<file path="src/rtl/audio_nios_cpu_oci_trace_capture.sv">
// OCI debug-trace capture FIFO: stores {dct_count, dct_buffer} on dct_valid and drains through a registered read port.
// Define OCI_TRACE_WRAP_EN to overwrite the oldest entry when full; by default the newest entry is dropped.
module audio_nios_cpu_oci_trace_capture #(
    parameter int DATA_W  = 30,
    parameter int COUNT_W = 4,
    parameter int DEPTH   = 16,
    parameter int ADDR_W  = 4,
    parameter int DROP_W  = 16
) (
    input  logic                      clk,
    input  logic                      reset,
    input  logic [DATA_W-1:0]         dct_buffer,
    input  logic [COUNT_W-1:0]        dct_count,
    input  logic                      dct_valid,
    input  logic                      test_ending,
    input  logic                      test_has_ended,
    input  logic                      rd_req,
    output logic [COUNT_W+DATA_W-1:0] rd_data,
    output logic                      rd_valid,
    output logic [ADDR_W:0]           level,
    output logic                      empty,
    output logic                      full,
    output logic                      overflow,
    output logic [DROP_W-1:0]         drop_count,
    output logic [1:0]                state
);

    localparam int ENTRY_W = COUNT_W + DATA_W;

    typedef enum logic [1:0] {
        ST_CAPTURE = 2'b00,
        ST_DRAIN   = 2'b01,
        ST_DONE    = 2'b10
    } state_t;

    function automatic logic [DROP_W-1:0] sat_inc(input logic [DROP_W-1:0] v);
        return (&v) ? v : v + DROP_W'(1);
    endfunction

    state_t              r_state;
    logic [ENTRY_W-1:0]  r_mem [DEPTH];
    logic [ADDR_W-1:0]   r_head;
    logic [ADDR_W-1:0]   r_tail;
    logic [ADDR_W:0]     r_level;
    logic [ENTRY_W-1:0]  r_rd_data_p1;
    logic                r_vld_p1;
    logic                r_overflow;
    logic [DROP_W-1:0]   r_drop_count;

    logic w_empty;
    logic w_full;
    logic w_wr_req;
    logic w_rd_en;
    logic w_lost;
    logic w_push;
    logic w_overwrite;
    logic w_adv_head;

    assign w_empty  = (r_level == '0);
    assign w_full   = (r_level == (ADDR_W+1)'(DEPTH));
    assign w_wr_req = (r_state == ST_CAPTURE) && dct_valid;
    assign w_rd_en  = rd_req && !w_empty && (r_state != ST_DONE);
    // A read in the same cycle frees a slot, so a full FIFO only loses data without one.
    assign w_lost   = w_wr_req && w_full && !w_rd_en;

`ifdef OCI_TRACE_WRAP_EN
    assign w_push      = w_wr_req;
    assign w_overwrite = w_lost;
`else
    assign w_push      = w_wr_req && !w_lost;
    assign w_overwrite = 1'b0;
`endif

    assign w_adv_head = w_rd_en || w_overwrite;

    // Stage p0 -> p1: pointer/level bookkeeping, lifecycle FSM and registered read port.
    always_ff @(posedge clk) begin
        if (reset) begin
            r_state      <= ST_CAPTURE;
            r_head       <= '0;
            r_tail       <= '0;
            r_level      <= '0;
            r_rd_data_p1 <= '0;
            r_vld_p1     <= 1'b0;
            r_overflow   <= 1'b0;
            r_drop_count <= '0;
        end else begin
            unique case (r_state)
                ST_CAPTURE: begin
                    if (test_has_ended)   r_state <= ST_DONE;
                    else if (test_ending) r_state <= ST_DRAIN;
                end
                ST_DRAIN: begin
                    if (test_has_ended) r_state <= ST_DONE;
                end
                default: r_state <= ST_DONE;
            endcase

            if (w_push)
                r_tail <= r_tail + ADDR_W'(1);
            if (w_adv_head)
                r_head <= r_head + ADDR_W'(1);

            if (w_push && !w_adv_head)
                r_level <= r_level + (ADDR_W+1)'(1);
            else if (w_adv_head && !w_push)
                r_level <= r_level - (ADDR_W+1)'(1);

            if (w_rd_en)
                r_rd_data_p1 <= r_mem[r_head];
            r_vld_p1 <= w_rd_en;

            if (w_lost) begin
                r_overflow   <= 1'b1;
                r_drop_count <= sat_inc(r_drop_count);
            end
        end
    end

    // Storage carries no reset; validity is tracked entirely by the pointers and level.
    always_ff @(posedge clk) begin
        if (w_push)
            r_mem[r_tail] <= {dct_count, dct_buffer};
    end

    assign rd_data    = r_rd_data_p1;
    assign rd_valid   = r_vld_p1;
    assign level      = r_level;
    assign empty      = w_empty;
    assign full       = w_full;
    assign overflow   = r_overflow;
    assign drop_count = r_drop_count;
    assign state      = r_state;

endmodule
</file>
<file path="config.mk">
export PLATFORM = sky130hd
export DESIGN_NAME = audio_nios_cpu_oci_trace_capture
export DESIGN_NICKNAME = d
export VERILOG_FILES = /design/src/rtl/audio_nios_cpu_oci_trace_capture.sv
export SDC_FILE = /design/constraint.sdc
export NUM_CORES = 1
export LEC_CHECK = 0
export BUFFER_PORTS_ARGS = -buffer_cell sky130_fd_sc_hd__buf_4
export CORE_ASPECT_RATIO = 2
export CORE_MARGIN = 2
export CORE_UTILIZATION = 35
export CTS_CLUSTER_DIAMETER = 30
export DETAILED_ROUTE_END_ITERATION = 10
export GPL_TIMING_DRIVEN = 0
export PLACE_DENSITY_LB_ADDON = 0.08
export SLEW_MARGIN = 10
export SYNTH_ARGS = -nofsm -noshare
export SYNTH_HDL_FRONTEND = slang
export SYNTH_SLANG_ARGS = --single-unit
</file>
<file path="constraint.sdc">
create_clock -name clk -period 5.24 [get_ports clk]
set_input_delay 0.524 -clock clk [delete_from_list [all_inputs] [get_ports clk]]
set_output_delay 0.524 -clock clk [all_outputs]
set_load 0.02 [all_outputs]
</file>
==> impl_metrics.py <==
metrics = {
    "place": {
        "gp_congestion": 0.735,
        "place_hpwl_mm": 37.0,
        "placed_cell_area_sq_um": 25800,
        "portBuffers": 99,
    },
    "timing": {
        "timing.slew.headroom_pct": 26.0,
        "finalMaxSlewViolations": 0,
        "hold_violations": 0,
        "setup_violations": 0,
        "fin_crit_sh_pct": 68.8,
        "finClkSkew_ns": 0.0206,
        "tightestPinTransition_ns": 1.11,
        "rsz0062_at_grt": "false",
        "post-route-min-period_ns": 3.60,
        "hold_ws_ns": 0.154,
        "fmax_mhz": 277,
    },
    "cts": {
        "cts.path.max_buffers": 3,
        "cts_buffers": 90,
        "cts_sinks": 611,
        "clk_pin_slew_ns": 0.05,
        "postCtsSetupBuffers": 0,
        "root_buffer": "clkbuf_16",
        "cts_tree": "yes",
        "post_cts_resized": 0,
        "hold_buffers": 0,
        "htree_levels": 3,
        "insertion_delay_ns": 0.62,
    },
    "setup_path": {
        "arrival_ns": 3.90,
        "cp_max_fo": 9,
        "reg2reg_from": "state[1]$_SDFFE_PP0P_",
        "path_class": "flip-flop to flip-flop",
        "worstSetupStartpointType": "flip-flop",
        "cp-startpoint": "state[1]$_SDFFE_PP0P_",
        "critPathCaptureType": "flip-flop",
        "worstPathRequired_ns": 5.54,
    },
    "floorplan": {
        "die_y_um": 369,
        "initial_core_util_pct": 35.2,
        "core_sq_um": 66400,
        "chipWidth_um": 187,
        "io-pin-count": 101,
        "row_count": 134,
        "die_area_sq_um": 69000,
    },
    "grt": {
        "met3_usage_pct": 2.75,
        "grt.met2_usage_pct": 29.7,
        "grt_max_degree": 20,
        "grt_overflow": 0,
        "grt_usage_pct": 16.4,
        "grt.busiest_layer": "met2",
        "antenna_found_initial": 0,
        "grt_pass1_wl_mm": 82.2,
        "globalRouteMet1Util_pct": 19.8,
        "first_global_vias": 12500,
    },
    "yosys": {
        "async_reset_ff_share_pct": 0,
        "synthFlopType": "edfxtp_1",
        "synthesis.instances": 1152,
        "yosysUniqueCellTypes": 45,
        "syn_nets": 1203,
        "yosysWarnings": 0,
        "synth-edff-count": 544,
        "syn_avg_cell_area_sq_um": 20.3,
        "synth-seq-area-share_pct": 75.7,
        "synth_area_sq_um": 23400,
        "ys_ff_latch": 611,
    },
    "route": {
        "drtAntennaViolNets": 0,
        "drc": 0,
        "num_vias": 11500,
        "drt_pass1_iterations": 5,
        "routed_wire_length_per_instance_um": 23.9,
        "via_per_inst": 4.94,
        "drtIter0Drc": 681,
        "routed_wl_mm": 55.9,
    },
    "power_and_ir_drop": {
        "ir_worst_vdd_v": 0.000272,
        "power_density_nw_per_um2": 450,
        "leakage_nw": 9.52,
    },
    "worst_hold_path": {
        "hp-start": "test_has_ended",
        "hold_class": "input port to flip-flop",
    },
    "layout": {
        "fin_util_pct": 43.4,
        "layout_common_cells": "edfxtp_1 (544), mux4_2 (136), buf_4 (115), nor2_1 (102), clkbuf_16 (91)",
        "final_cell_area_sq_um": 28800,
        "final_common_cell": "edfxtp_1",
        "drive_gt1_share_pct": 32.0,
        "insertedDiodeCount": 0,
        "finalNetCount": 1428,
        "syn2layout_area_growth_pct": 23.3,
    },
    "run": {
        "drv_cap": 0,
    },
    "run_status": {
        "status": "finished clean",
    },
}
cell usage after synthesis (all sizes together), types with 3 or more instances:
cell type | number | share of area [%]
edfxtp | 544 | 70
mux4 | 136 | 13
nor2 | 115 | 1.9
mux2i | 70 | 3.0
dfxtp | 67 | 5.7
a211o | 34 | 1.3
clkbuf | 30 | 0.52
buf | 28 | 0.74
nand2 | 14 | 0.22
a21oi | 13 | 0.28
xnor2 | 12 | 0.45
ha | 10 | 0.54
inv | 9 | 0.17
nand4 | 9 | 0.24
nor3 | 9 | 0.19
nand3 | 7 | 0.20
o21ai | 7 | 0.15
or3 | 6 | 0.16
xor2 | 6 | 0.22
nor4 | 4 | 0.17
and3 | 3 | 0.086
worst max-delay path, cell delays in order (launching register included):
cell and delay, ns:
dfxtp_1 0.33, nor3b_1 0.54, a21boi_2 0.53, nand2_1 0.36
nor3_2 0.73, buf_4 0.33, buf_4 0.22, buf_4 0.23
power breakdown:
group	internal (mW)	total (mW)	switching [mW]
Combinational	0.678	1.51	0.833
Clock	3.68	5.90	2.23
Sequential	5.45	5.55	0.0956
per-layer routing:
layer	wire length (um)	part of all wire, %
met1	22700	41
met2	29900	54
met3	2100	3.8
met4	1140	2.0
met5	0	0
per-stage QoR:
step	cells	setup WS, ns	TNS [ns]	total power, mW
after floorplan	1152	0.860	0	6.61
after global placement	2135	-2.81	-572.83	7.17
after detailed placement	2169	1.31	0	7.20
after CTS	2335	1.56	0	13.1
after global routing	2335	1.36	0	13.4
final	2335	1.64	0	13.0
area by class of cell:
| cell class | instances | area (sq um) |
|---|---|---|
| Fill cell | 5816 | 37600 |
| Sequential cell | 611 | 17700 |
| Multi-Input combinational cell | 474 | 5460 |
| Clock buffer | 105 | 2330 |
| Timing Repair Buffer | 133 | 1240 |
| Tap cell | 884 | 1110 |
| Clock inverter | 61 | 654 |
| Buffer | 58 | 298 |
| Inverter | 9 | 38.8 |
path summary, 6_finish.rpt:
check / slack (ns) / depth (start not counted) / endpoint
setup / recovery: 1.64 / 7 / r_mem[3][12]$_DFFE_PP_
setup reg to reg: 1.64 / 7 / r_mem[3][12]$_DFFE_PP_
hold / removal: 0.15 / 3 / state[1]$_SDFFE_PP0P_
hold reg to reg: 0.45 / 2 / overflow$_SDFFE_PP0P_
flip-flops by register name, indices dropped and copies added (netlist names):
| name | cells |
|---|---|
| rd_valid | 1 |
| r_mem | 544 |
| r_head | 4 |
| overflow | 1 |
| drop_count | 16 |
| level | 5 |
| rd_data | 34 |
| r_tail | 4 |
| state | 2 |
kinds of logic after synthesis:
| family | after synthesis | share of synthesized area, % |
|---|---|---|
| fa+ha+maj | 11 | 0.621 |
| simple gates | 179 | 3.55 |
| mux | 207 | 16.2 |
| flops | 611 | 75.7 |
| xor+xnor | 18 | 0.675 |
| compound gates | 59 | 1.90 |
| buf+inv | 67 | 1.44 |
Power figures use the tool's default switching activity.
